## config.mk

```make
export PLATFORM = sky130hd
export DESIGN_NAME = pc_fetch_sequencer
export DESIGN_NICKNAME = d
export VERILOG_FILES = /design/src/rtl/pc_fetch_sequencer.sv
export SDC_FILE = /design/constraint.sdc
export NUM_CORES = 1
export LEC_CHECK = 0
export ABC_AREA = 1
export BUFFER_PORTS_ARGS = -buffer_cell sky130_fd_sc_hd__buf_2
export CELL_PAD_IN_SITES_DETAIL_PLACEMENT = 1
export CELL_PAD_IN_SITES_GLOBAL_PLACEMENT = 1
export CORE_MARGIN = 1.5
export CORE_UTILIZATION = 39
export CTS_BUF_LIST = sky130_fd_sc_hd__clkbuf_16
export DETAILED_ROUTE_END_ITERATION = 10
export GPL_TIMING_DRIVEN = 0
export HOLD_SLACK_MARGIN = 0.06
export PLACE_DENSITY_LB_ADDON = 0.1
export SLEW_MARGIN = 10
export SYNTH_ARGS = -nofsm -noshare
export SYNTH_HDL_FRONTEND = slang
export SYNTH_SLANG_ARGS = --single-unit
```

## constraint.sdc

```tcl
create_clock -name clk -period 6.85 [get_ports clk]
set_input_delay 0.685 -clock clk [delete_from_list [all_inputs] [get_ports clk]]
set_output_delay 0.685 -clock clk [all_outputs]
set_load 0.03 [all_outputs]
```

## src/rtl/pc_fetch_sequencer.sv

```systemverilog
// PC sequencer and instruction-fetch controller.
// Fetches a word, holds it for decode, then picks the next PC.
module pc_fetch_sequencer #(
  parameter logic [31:0] RESET_PC = 32'h0000_0000,
  parameter int unsigned PC_STEP  = 4
) (
  input  logic        clk,
  input  logic        rst,
  output logic        imem_req,
  output logic [31:0] imem_addr,
  input  logic        imem_rdy,
  input  logic [31:0] imem_rdata,
  output logic        instr_valid,
  output logic [31:0] instr,
  output logic [31:0] pc,
  input  logic        instr_ready,
  input  logic        br_taken,
  input  logic [1:0]  br_kind,
  input  logic [22:0] br_offset,
  input  logic [31:0] br_reg_target,
  output logic        halted,
  output logic        fault,
  output logic [31:0] instr_count
);

  typedef enum logic [2:0] {
    IDLE,
    FETCH,
    ISSUE,
    HALT,
    FAULT
  } state_t;

  localparam logic [31:0] STEP = 32'(PC_STEP);

  state_t      state_q;
  logic [31:0] pc_q;
  logic [31:0] instr_q;
  logic [31:0] cnt_q;

  logic [31:0] seq_pc;
  logic [31:0] rel_off;
  logic [31:0] tgt_d;
  logic        halt_d;
  logic        mis_d;

  // Word offset sign-extended then scaled to bytes in one concat.
  always_comb begin
    seq_pc  = pc_q + STEP;
    rel_off = {{7{br_offset[22]}}, br_offset, 2'b00};
    tgt_d   = seq_pc;
    halt_d  = 1'b0;
    if (br_taken) begin
      unique case (br_kind)
        2'b01:   tgt_d = seq_pc + rel_off;
        2'b10:   tgt_d = br_reg_target;
        2'b11:   halt_d = 1'b1;
        default: tgt_d = seq_pc;
      endcase
    end
    mis_d = tgt_d[1:0] != 2'b00;
  end

  always_ff @(posedge clk) begin
    if (!rst) begin
      state_q <= IDLE;
      pc_q    <= RESET_PC;
      instr_q <= '0;
      cnt_q   <= '0;
    end else begin
      unique case (state_q)
        IDLE: state_q <= FETCH;
        FETCH: begin
          if (imem_rdy) begin
            instr_q <= imem_rdata;
            state_q <= ISSUE;
          end
        end
        ISSUE: begin
          if (instr_ready) begin
            cnt_q <= cnt_q + 32'd1;
            if (halt_d) begin
              state_q <= HALT;
            end else begin
              pc_q    <= tgt_d;
              state_q <= mis_d ? FAULT : FETCH;
            end
          end
        end
        HALT:    state_q <= HALT;
        FAULT:   state_q <= FAULT;
        default: state_q <= IDLE;
      endcase
    end
  end

  assign imem_req    = state_q == FETCH;
  assign imem_addr   = pc_q;
  assign instr_valid = state_q == ISSUE;
  assign instr       = instr_q;
  assign pc          = pc_q;
  assign halted      = state_q == HALT;
  assign fault       = state_q == FAULT;
  assign instr_count = cnt_q;

endmodule

```

### After elaboration in Yosys (flattened, before gate mapping)

Index checks and enable logic that the tools add are counted.

| storage, ports and cells | value |
|---|---|
| word-level logic and storage cells | 32 |
| output and inout bits | 132 |
| flip-flop bits (word level) | 99 |
| input bits | 94 |

| cells by class | value |
|---|---|
| bitwise gates (word level) | 1 |
| add/sub/neg operators | 3 |
| equality and inequality tests | 9 |
| mux-type cells | 9 |
| reduce and logical (&&, ||, !) cells | 6 |

Operators by type and width:

| operator | number |
|---|---|
| case mux 32 bit (2 select lines) | 1 |
| adder 32 x 1 -> 32 bit (second input constant) | 1 |
| adder 32 x 3 -> 32 bit (second input constant) | 1 |
| adder 32 bit | 1 |
| 2-to-1 mux 32 bit | 1 |
| case mux 3 bit (5 select lines) | 1 |
| 2-to-1 mux 3 bit | 4 |
| equality test 3 x 2 -> 1 bit (second input constant) | 2 |
| AND reduction 2 bit | 3 |
| equality test 2 bit (second input constant) | 2 |
| != test 2 x 1 -> 1 bit (second input constant) | 2 |
| equality test 3 x 1 -> 1 bit (second input constant) | 1 |
| equality test 3 bit (second input constant) | 1 |
| logical NOT 3 bit | 1 |
| AND reduction 3 bit | 1 |
| equality test 2 x 1 -> 1 bit (second input constant) | 1 |
| 2-to-1 mux 1 bit | 2 |
| nonzero test 2 bit | 1 |
| inverter 1 bit | 1 |

### Depth between registers and ports, before layout

Gate-level depths: netlist of run 1.

| logic depth | value |
|---|---|
| depth in word-level cells | 9 |
| gate-level depth with buffers | 22 |
| mapped depth without buffers | 22 |

### Worst setup path after synthesis of run 1

OpenSTA, ideal clock, no wires.

| timing | value |
|---|---|
| path kind | flip-flop to flip-flop |
| start point | register pc_q[2] (netlist: imem_addr[2]) |
| end point | register pc_q[29] (netlist: imem_addr[29]) |
| path buffers | 0 |
| cell stages (with the launch flop) | 21 |
| period minus slack after synthesis | 2891 ps |
| path slack | 3959 ps |
| required time | 6741 ps |
| data arrival time | 2782 ps |
| library setup time | 109 ps |
| cells stage by stage | dfxtp_1 ha_1 nand2_1 nor2_2 nand2_1 nor2_4 nand2_1 xnor2_2 ha_1 nand2_1 inv_1 nand2_1 nor3_1 and2_1 nand2_1 nand2_1 nand2_1 nand3_1 nand3_1 nand2_1 inv_1 |

| on the way | value |
|---|---|
| longest elaborated chain between the ends | 4 |

Ends and longest elaborated chain:

| what | line | source |
|---|---|---|
| start, declared | 37 | `logic [31:0] pc_q;` |
| start signal, assigned | 85 | `pc_q <= tgt_d;` |
| adder 32 x 3 -> 32 bit * | 49 | `seq_pc = pc_q + STEP;` |
| adder 32 bit | 55 | `2'b01: tgt_d = seq_pc + rel_off;` |
| case mux 32 bit (2 select lines) | 54 | `unique case (br_kind)` |
| 2-to-1 mux 32 bit * | 53 | `if (br_taken) begin` |

Every way passes the cells marked *; elsewhere a longest branch is shown, timed or not.
A chain may end at the register's enable or synchronous reset.

### Worst setup path in the final report of run 1

| timing | value |
|---|---|
| start point | register pc_q[2] (netlist: imem_addr[2]) |
| end point | register pc_q[27] (netlist: imem_addr[27]) |

Same word-level chain as after synthesis.

==> results of run 1 <==
-- layout by cell type, fill, tap and decap left out, drive strengths merged, types with 3 or more instances in the layout --
cell type  Yosys  routed
buf           42     267
o21ai         87      87
nand3         93      93
nand4         20      20
a31oi         15      15
xor2          21      21
a21oi         86      86
nor3          27      27
nand3b         8       8
nand2        345     345
inv          182     186
dfxtp         99      99
xnor2         10      10
clkbuf        20      29
and2           4       4
nor2         183     183
a211oi         3       3
or2            8       8
o21bai         4       4
ha            39      39
clkinv         2       3
-- flip-flops by register name, summed over array words and instances (netlist names) --
register / flops
state_q: 3
imem_addr: 32
instr: 32
instr_count: 32
-- layer usage --
layer	wire length (µm)	vias to the layer above	GRT usage (%)
met5	0	-	0
met2	14200	296	47.9
met4	822	0	8.59
met3	1940	44	5.19
li1	-	4657	-
met1	14500	4435	39.1
-- power by group --
part	internal (W)	leakage [nW]	switching, W
combinational	0.000211	4.25	0.000453
clock	0.000290	0.149	0.000261
sequential	0.000623	0.805	0.0000585
total	0.00112	5.21	0.000773
-- cell families (layout without fill, tap and decap cells) --
| family | count (synthesis) | count (layout) |
|---|---|---|
| AND/OR/NAND/NOR | 693 | 693 |
| XOR/XNOR | 31 | 31 |
| AO/OA/AOI/OAI | 204 | 204 |
| adder cells (fa/ha/maj) | 40 | 40 |
| flip-flops | 99 | 99 |
| buffers and inverters | 246 | 487 |
-- final cells by class --
type / instances / area [µm²] / share of cell area (%)
clock buffers: 9 / 225 / 2.30
multi-input cells: 968 / 4980 / 50.8
repair buffers: 225 / 1130 / 11.5
flip-flops and latches: 99 / 1980 / 20.2
plain buffers: 62 / 385 / 3.93
inverters: 184 / 691 / 7.04
well taps: 270 / 338 / 3.44
clock inverters: 7 / 80.1 / 0.817
-- through the flow --
step | instances | area (µm²) | power [W] | utilization (%)
6_report | 1824 | 9810 | 0.00190 | 48.5
5_1_grt | 1824 | 9810 | 0.00200 | 48.5
4_1_cts | 1824 | 9810 | 0.00190 | 48.5
3_5_place_dp | 1808 | 9500 | 0.00135 | 47.0
3_3_place_gp | 1808 | 9500 | 0.00134 | 47.0
2_1_floorplan | 1313 | 8040 | 0.00113 | -
-- worst max-delay path: cells and delay by family, from the launching register on --
kind	cells	cell delay (ns)
xor+xnor	1	0.18
fa+ha+maj	2	0.66
buf+inv	1	0.04
simple gates	15	2.01
flops	1	0.56
-- worst min path at each step --
stage	from	end	slack, ns	cells past startpoint
after detailed placement	instr_count[12]	instr_count[12]	0.48	2
after CTS	instr_count[12]	instr_count[12]	0.49	2
final	instr_count[14]	instr_count[14]	0.49	1
after floorplan	state_q[2]	state_q[0]	0.56	3
after global routing	instr_count[14]	instr_count[14]	0.53	1
after global placement	instr_count[12]	instr_count[12]	0.47	2
==> impl_metrics.py, run 1 <==
metrics = {
    "timing": {
        "fin_tns_setup_ns": 0,
        "timing.hold.ws_ns": 0.489,
        "fin_crit_sh_pct": 51.6,
        "skew_ns": 0.0149,
        "timing.final.max_slew_violations": 0,
        "worst_pin_slew_ns": 1.09,
        "fmax_mhz": 283,
        "relSlewSlack_pct": 27.0,
        "timing.final.ws_setup_ns": 3.31,
        "period_minus_slack_ns": 3.54,
        "setup_viol_count_final": 0,
        "finalHoldViolCount": 0,
        "rsz0062_at_grt": "false",
    },
    "worst_setup_path": {
        "critPathKind": "reg2reg",
        "crit_chain": "ha_1 > nand2_1 > nor2_2 > nand2_1 > nor2_4 > nand2_1 > xor2_1 > ha_1 > nand2_1 > nor2_1 > nand2_1 > nor3_1 > nand2_1 > nand3_1 > nand2_1 > nand3_1 > nand3_1 > nand2_1 > inv_1",
        "critPathLaunchType": "flop",
        "cp.arrival_ns": 3.80,
        "crit_start": "imem_addr[2]",
        "path_max_fanout": 9,
        "reg2reg_depth": 19,
        "crit_path_end_kind": "flop",
        "cp.required_ns": 7.12,
        "r2r-start": "imem_addr[2]",
        "critPathMaxStageDelay_ns": 0.56,
        "rrSetupSlack_ns": 3.31,
        "crit_slowest_cell": "dfxtp_1",
        "cpMostUsedCell": "nand2_1",
        "rr_endpoint": "imem_addr[27]",
        "endpoint": "imem_addr[27]",
    },
    "yosys": {
        "seq_area_frac_synth_pct": 24.7,
        "yosysMostFrequentCell": "nand2_1",
        "yosys-top-cells-count": "nand2_1, inv_1, nor2_1",
        "ys_types": 51,
        "synth_area_um2": 8040,
        "ys_seq_elements": 99,
        "synthSimpleGateAreaFrac_pct": 38.7,
        "syn_nets": 1447,
        "yosys.area_share.adder_pct": 6.32,
        "synth_compound_area_share_pct": 13.5,
        "synth_top_flop_cell": "dfxtp_1",
        "synth.area.mux_share_pct": 0,
        "yosys-top-cells-area": "dfxtp_1, nand2_1, inv_1, nor2_1, ha_1",
        "synth_edf_count": 0,
        "synth_cells": 1313,
        "synth_top_area_share_pct": 24.7,
        "syn_area_per_cell_um2": 6.12,
        "yosys_warnings": 0,
        "synth_top_family_by_area": "simple AND/OR/NAND/NOR gates",
        "synthXorXnorAreaFrac_pct": 3.47,
        "synth-async-reset-ratio_pct": 0,
        "yosysTopAreaCell": "dfxtp_1",
    },
    "clock_network": {
        "cts_tree": "built",
        "cts_inserted_buffers": 9,
        "clkTransAtPathRegs_ns": 0.08,
        "clkLatencyLatePin_ns": 0.36,
        "holdBufCountCts": 0,
        "cts_sinks": 99,
        "clk_path_buf_depth": 2,
        "root_buffer": "clkbuf_16",
        "post_cts_resized": 0,
        "post_cts_buffers": 0,
        "cts-htree-levels": 3,
    },
    "die": {
        "initial_core_util_pct": 39.7,
        "rows": 52,
        "die_width_um": 147,
        "coreArea_um2": 20200,
        "io_pins": 226,
        "die_h_um": 147,
        "die-area_um2": 21500,
    },
    "global_routing": {
        "grt_overflow": 0,
        "grt_pass1_wl_um": 49200,
        "antenna_found_initial": 0,
        "grt_max_degree": 19,
        "first_global_vias": 9225,
        "grt_usage_pct": 29.2,
    },
    "finish": {
        "n_antenna_cell": 0,
        "drive_gt1_share_pct": 22.0,
        "n_fill_cell": 2920,
        "final_nets": 1683,
        "area_growth_syn_to_layout_pct": 22.0,
    },
    "drt": {
        "drtIter0Drc": 437,
        "vias": 9432,
        "drt_first_pass_iters": 5,
        "drc": 0,
        "via_per_inst": 5.17,
        "drt.antenna.violating_nets": 0,
        "wire_per_inst_um": 17.3,
        "totalWireLength_um": 31500,
    },
    "placement": {
        "dpl.hpwl_um": 25800,
        "dp_slack_ns": 3.35,
        "place_congestion": 0.967,
        "portBuffers": 225,
    },
    "run_status": {
        "outcome": "complete, no violations",
    },
    "min_path": {
        "min_path_type": "reg2reg",
    },
    "power_and_ir_drop": {
        "ir_worst_vdd_mv": 0.136,
        "p_leak_nw": 5.21,
        "powerDensity_nw_per_um2": 193,
    },
    "job": {
        "drv_cap": 0,
    },
}
(Power assumes the default switching activity.)
==> run 2: changes to the inputs <==
--- a/config.mk
+++ b/config.mk
@@ -5,12 +5,12 @@
 export SDC_FILE = /design/constraint.sdc
 export NUM_CORES = 1
 export LEC_CHECK = 0
-export ABC_AREA = 1
+export ABC_AREA = 0
 export BUFFER_PORTS_ARGS = -buffer_cell sky130_fd_sc_hd__buf_2
 export CELL_PAD_IN_SITES_DETAIL_PLACEMENT = 1
 export CELL_PAD_IN_SITES_GLOBAL_PLACEMENT = 1
 export CORE_MARGIN = 1.5
-export CORE_UTILIZATION = 39
+export CORE_UTILIZATION = 33
 export CTS_BUF_LIST = sky130_fd_sc_hd__clkbuf_16
 export DETAILED_ROUTE_END_ITERATION = 10
 export GPL_TIMING_DRIVEN = 0
==> constraint.sdc (replaced) <==
create_clock -name clk -period 3.09 [get_ports clk]
set_input_delay 0.309 -clock clk [delete_from_list [all_inputs] [get_ports clk]]
set_output_delay 0.309 -clock clk [all_outputs]
set_load 0.03 [all_outputs]
==> run 2 against run 1 <==
The flow now finishes with violations (setup timing). Setup slack got worse by 3.9 ns. Clock-buffer cell count unchanged. Total power rose by 70%. Clock power rose by 130%. Largest cell class unchanged. Highest routed layer unchanged. Non-clock buffer count grew 54. Sequential power is 95% higher. Design area fell by 1.1%. Routed wire length decreased by 14%. Synthesized cell count down 33%. Combinational power is 3.2% lower. Maximum frequency decreased by 3.0%.
==> impl_metrics.py, run 2 <==
metrics = {
    "global_routing": {
        "grt_use_met2_pct": 41.2,
        "grt-busiest-layer": "met2",
        "grt_usage_pct": 24.5,
        "met1_usage_pct": 32.4,
        "grt_overflow": 0,
        "met3_usage_pct": 4.70,
        "grt_pass1_wl_um": 41400,
        "first_global_vias": 7490,
        "antenna_found_initial": 1,
        "grt_max_degree": 18,
    },
    "power_and_ir_drop": {
        "powerDensity_nw_per_um2": 332,
        "combPwrFrac_pct": 19.9,
        "seq_power_share_pct": 41.1,
        "p_leak_nw": 4.47,
        "power_frac_clock_pct": 38.9,
        "switching_share_pct": 30.0,
        "ir_worst_vdd_mv": 0.357,
        "p_int_w": 0.00226,
        "finalPower_w": 0.00322,
        "p_switching_w": 0.000967,
    },
    "clock_network": {
        "clkTransAtPathRegs_ns": 0.07,
        "cts_sinks": 99,
        "holdBufCountCts": 0,
        "clk_path_buf_depth": 2,
        "root_buffer": "clkbuf_16",
        "clkLatencyLatePin_ns": 0.35,
        "cts_tree": "built",
        "cts_inserted_buffers": 9,
        "cts-htree-levels": 3,
    },
    "finish": {
        "register_area_um2": 2040,
        "final_cell_mix": "buf_2, nand2_1, dfxtp_1",
        "n_fill_cell": 2505,
        "drive_gt1_share_pct": 38.6,
        "area_growth_syn_to_layout_pct": 43.9,
        "final_core_util_pct": 48.3,
        "final_nets": 1288,
        "final_area_um2": 9700,
        "final_common_cell": "buf_2",
        "multi_input_area_um2": 5070,
    },
    "worst_setup_path": {
        "crit_chain": "nand3_4 > or3_4 > nor2_4 > xor2_4 > ha_4 > and2_4 > a221o_1 > a221oi_2 > o21a_1 > a21bo_4 > a311oi_2 > xnor2_1 > a221oi_2 > o31ai_1",
        "crit_slowest_cell": "or3_4",
        "rrSetupSlack_ns": -0.56,
        "critPathKind": "reg2reg",
        "crit_path_end_kind": "flop",
        "cpMostUsedCell": "a221oi_2",
        "worst-path-buf-inv": 0,
        "cp.required_ns": 3.33,
        "critPathMaxStageDelay_ns": 0.45,
        "cp.arrival_ns": 3.89,
        "path_delay_family": "compound AO/OA/AOI/OAI gates",
        "critPathLaunchType": "flop",
        "path_max_fanout": 3,
    },
    "timing": {
        "rsz0062_at_grt": "true",
        "finalHoldViolCount": 0,
        "period_minus_slack_ns": 3.65,
        "worst_pin_slew_ns": 0.819,
        "skew_ns": 0.00579,
        "fin_crit_sh_pct": 118,
        "fmax_mhz": 274,
        "timing.final.max_slew_violations": 0,
        "setup_viol_count_final": 15,
        "fin_tns_setup_ns": -3.83,
        "relSlewSlack_pct": 45.4,
        "timing.final.ws_setup_ns": -0.555,
    },
    "drt": {
        "via_per_inst": 5.32,
        "drt.antenna.violating_nets": 0,
        "wire_per_inst_um": 18.9,
        "drt_first_pass_iters": 4,
        "drc": 0,
        "totalWireLength_um": 27100,
        "vias": 7608,
        "drtIter0Drc": 311,
    },
    "placement": {
        "portBuffers": 224,
        "post_dp_cell_area_um2": 8280,
        "place_congestion": 0.852,
        "dpl.hpwl_um": 19900,
        "dp_slack_ns": -1.08,
    },
    "job": {
        "drv_cap": 0,
    },
    "yosys": {
        "yosysTopAreaCell": "dfxtp_1",
        "yosys-top-cells-count": "nand2_1, dfxtp_1, a21oi_1, nor2_1, xor2_1",
        "synth_edf_count": 0,
        "ys_seq_elements": 99,
        "synth_top_flop_cell": "dfxtp_1",
        "seq_area_frac_synth_pct": 29.4,
        "yosysMostFrequentCell": "nand2_1",
        "syn_nets": 1015,
        "ys_types": 61,
        "synth_area_um2": 6740,
        "synth-async-reset-ratio_pct": 0,
        "synth_cells": 881,
        "synth_top_area_share_pct": 29.4,
        "yosys_warnings": 0,
        "syn_area_per_cell_um2": 7.65,
        "yosys-top-cells-area": "dfxtp_1, ha_1, nand2_1, a21oi_1, xor2_1",
    },
    "run_status": {
        "violations": "setup timing",
        "outcome": "finished, violations left",
    },
    "die": {
        "io_pins": 226,
        "rows": 52,
        "coreArea_um2": 20100,
        "initial_core_util_pct": 33.5,
        "die_h_um": 146,
        "die_width_um": 146,
        "die-area_um2": 21300,
    },
    "min_path": {
        "min_path_type": "in2reg",
    },
}
[run 2: cell types whose count changed in the layout (fill, tap and decap cells not counted), sizes merged, moves of 18 or more]
cell	before	now
nand2	345	128
inv	186	14
nor2	183	80
nand3	93	42
o21ai	87	36
buf	267	305
xnor2	10	34
xor2	21	45
a221oi	1	20
a21o	2	20
[run 2: per-stage QoR]
stage / hold WS (ns) / std cells
2_1_floorplan: 0.445 / 881
3_3_place_gp: 0.440 / 1375
3_5_place_dp: 0.443 / 1375
4_1_cts: 0.178 / 1418
5_1_grt: 0.175 / 1430
6_report: 0.191 / 1430
[run 2: timing repair]
action                                  4_1_cts  5_1_grt
pin swaps                                    21       46
resized for setup                            68       83
gates cloned                                  0        0
endpoints found under the setup margin       21       24
setup buffers                                33       11
[run 2: worst paths after layout]
| kind | cells past startpoint | startpoint | endpoint |
|---|---|---|---|
| setup / recovery | 14 | imem_addr[7] | imem_addr[27] |
| hold / removal | 3 | imem_rdata[31] | instr[31] |
| setup reg to reg | 14 | imem_addr[7] | imem_addr[27] |
| hold reg to reg | 2 | instr[15] | instr[15] |
[run 2: power groups by stage]
stage               registers, W  logic (W)  clock network, W
floorplan                0.00141   0.000296                 0
global placement         0.00136   0.000561                 0
detailed placement       0.00136   0.000565                 0
CTS                      0.00132   0.000593           0.00129
global route             0.00133   0.000691           0.00133
finish                   0.00133   0.000643           0.00125
[run 2: routing by layer]
layer	vias to the layer above	wire length (µm)
li1	3665	-
met1	3660	12200
met2	249	12800
met3	34	1520
met4	0	547
met5	-	0
[run 2: area by class of cell]
cell class / count / area share, %
well taps: 270 / 3.48
plain buffers: 73 / 4.18
multi-input cells: 690 / 52.3
diodes: 1 / 0.0258
flip-flops and latches: 99 / 21.0
clock buffers: 9 / 2.32
clock inverters: 7 / 1.03
inverters: 13 / 0.503
repair buffers: 268 / 15.2
[run 2: worst register-to-register path: stages (launching register included)]
cell and delay (ns):
dfxtp_4 0.37, nand3_4 0.11, or3_4 0.45, nor2_4 0.20, xor2_4 0.24, ha_4 0.24
and2_4 0.13, a221o_1 0.30, a221oi_2 0.30, o21a_1 0.17, a21bo_4 0.25, a311oi_2 0.27
xnor2_1 0.15, a221oi_2 0.27, o31ai_1 0.09
[run 2: kinds of logic (layout without fill, tap and decap cells)]
logic type	after synthesis	in the layout	share of synthesized area [%]
xor+xnor	79	79	10.3
simple gates	345	345	23.6
fa+ha+maj	40	40	7.54
flops	99	99	29.4
compound gates	225	225	21.9
buf+inv	92	370	7.18
other cells	0	1	0
mux	1	1	0.148
==> run 3: changes to the inputs <==
--- a/config.mk
+++ b/config.mk
@@ -11,7 +11,6 @@
 export CELL_PAD_IN_SITES_GLOBAL_PLACEMENT = 1
 export CORE_MARGIN = 1.5
 export CORE_UTILIZATION = 33
-export CTS_BUF_LIST = sky130_fd_sc_hd__clkbuf_16
 export DETAILED_ROUTE_END_ITERATION = 10
 export GPL_TIMING_DRIVEN = 0
 export HOLD_SLACK_MARGIN = 0.06
==> run 3 against run 2 <==
Largest cell class unchanged. Highest routed layer unchanged. Clock skew hardly changed. The flow still finishes with violations (setup timing). Global-route usage unchanged. Non-clock buffer count unchanged. Critical path depth stayed put. Final cell count unchanged. Setup slack about the same.
==> impl_metrics.py, run 3 (synthesized netlist as in run 2, its figures left out) <==
metrics = {
    "run_status": {
        "outcome": "finished, violations left",
        "violations": "setup timing",
    },
    "clock_network": {
        "clkTransAtPathRegs_ns": 0.07,
        "holdBufCountCts": 0,
        "clkLatencyLatePin_ns": 0.35,
        "cts_inserted_buffers": 9,
        "cts-htree-levels": 3,
        "clk_path_buf_depth": 2,
        "root_buffer": "clkbuf_16",
        "cts_sinks": 99,
        "cts_tree": "built",
    },
    "global_routing": {
        "first_global_vias": 7488,
        "grt_max_degree": 18,
        "grt_usage_pct": 24.5,
        "grt_pass1_wl_um": 41400,
        "antenna_found_initial": 1,
        "grt_overflow": 0,
    },
    "placement": {
        "place_congestion": 0.852,
        "post_dp_cell_area_um2": 8280,
        "portBuffers": 224,
        "dpl.hpwl_um": 19900,
    },
    "power_and_ir_drop": {
        "powerDensity_nw_per_um2": 335,
        "p_leak_nw": 4.47,
        "ir_worst_vdd_mv": 0.357,
    },
    "drt": {
        "totalWireLength_um": 27100,
        "drc": 0,
        "vias": 7610,
        "drt_first_pass_iters": 4,
        "drtIter0Drc": 297,
        "drt.antenna.violating_nets": 0,
        "via_per_inst": 5.32,
        "wire_per_inst_um": 18.9,
    },
    "die": {
        "die_width_um": 146,
        "die_h_um": 146,
        "die-area_um2": 21300,
        "io_pins": 226,
        "coreArea_um2": 20100,
        "rows": 52,
        "initial_core_util_pct": 33.5,
    },
    "worst_setup_path": {
        "crit_path_end_kind": "flop",
        "cp.required_ns": 3.33,
        "critPathLaunchType": "flop",
        "path_max_fanout": 3,
        "cp.arrival_ns": 3.89,
        "critPathKind": "reg2reg",
    },
    "finish": {
        "final_core_util_pct": 48.3,
        "register_area_um2": 2040,
        "drive_gt1_share_pct": 38.7,
        "final_common_cell": "buf_2",
        "n_fill_cell": 2503,
        "final_cell_mix": "buf_2, nand2_1, dfxtp_1",
        "final_nets": 1288,
        "multi_input_area_um2": 5070,
        "final_area_um2": 9710,
        "area_growth_syn_to_layout_pct": 44.0,
    },
    "timing": {
        "worst_pin_slew_ns": 0.819,
        "skew_ns": 0.00601,
        "fin_crit_sh_pct": 118,
        "relSlewSlack_pct": 45.4,
        "rsz0062_at_grt": "true",
        "period_minus_slack_ns": 3.64,
        "fmax_mhz": 274,
        "timing.final.ws_setup_ns": -0.555,
        "finalHoldViolCount": 0,
        "timing.final.max_slew_violations": 0,
        "setup_viol_count_final": 15,
    },
    "job": {
        "drv_cap": 0,
    },
    "min_path": {
        "min_path_type": "in2reg",
    },
}
==> run 3: cell types whose count changed in the layout (fill, tap and decap cells not counted) <==
cell	change
clkinv_1	-1
clkbuf_8	+1
==> run 3: cell type report <==
class | count | area share, %
diodes | 1 | 0.0258
well taps | 270 | 3.48
inverters | 13 | 0.503
multi-input cells | 690 | 52.2
flip-flops and latches | 99 | 21.0
repair buffers | 268 | 15.1
plain buffers | 73 | 4.17
clock buffers | 10 | 2.46
clock inverters | 6 | 0.992
==> run 3: metal layers <==
layer  up-vias  wire length, µm  part of all wire, %  track usage [%]
met2       234            12900                   48             41.2
met4         0              514                  1.9             5.92
li1       3669                -                    -                -
met3        30             1370                  5.1             4.70
met5         -                0                    0                0
met1      3677            12300                   45             32.4
==> run 3: power breakdown <==
group,switching (W),internal (W)
logic,0.000401,0.000241
registers,0.0000296,0.00130
clock network,0.000538,0.000743
==> run 3: repair_timing <==
action | in CTS | in global routing
buffers inserted | 33 | 11
pin swaps | 21 | 46
gates cloned | 0 | 0
endpoints found under the setup margin | 21 | 24
resized for setup | 68 | 83
==> run 3: final timing paths <==
check | from | end | slack (ns) | cells after the start
setup / recovery | imem_addr[7] | imem_addr[27] | -0.55 | 14
hold / removal | imem_rdata[31] | instr[31] | 0.19 | 3
setup reg to reg | imem_addr[7] | imem_addr[27] | -0.55 | 14
hold reg to reg | instr[15] | instr[15] | 0.45 | 2
==> run 3: metrics by stage <==
step | std cells | setup TNS, ns | hold slack, ns | total power (W) | worst slack, ns
after floorplan | 881 | -1.60 | 0.445 | 0.00171 | -0.404
after global placement | 1375 | -9.71 | 0.440 | 0.00192 | -0.996
after detailed placement | 1375 | -10.46 | 0.443 | 0.00193 | -1.08
after CTS | 1418 | -4.81 | 0.178 | 0.00323 | -0.580
after global routing | 1430 | -6.42 | 0.175 | 0.00338 | -0.684
final | 1430 | -3.86 | 0.191 | 0.00325 | -0.555
==> run 3: critical path: stages (launching register included) <==
cell	delay, ns
dfxtp_4	0.37
nand3_4	0.11
or3_4	0.45
nor2_4	0.20
xor2_4	0.24
ha_4	0.24
and2_4	0.13
a221o_1	0.30
a221oi_2	0.29
o21a_1	0.17
a21bo_4	0.25
a311oi_2	0.27
xnor2_1	0.15
a221oi_2	0.26
o31ai_1	0.09
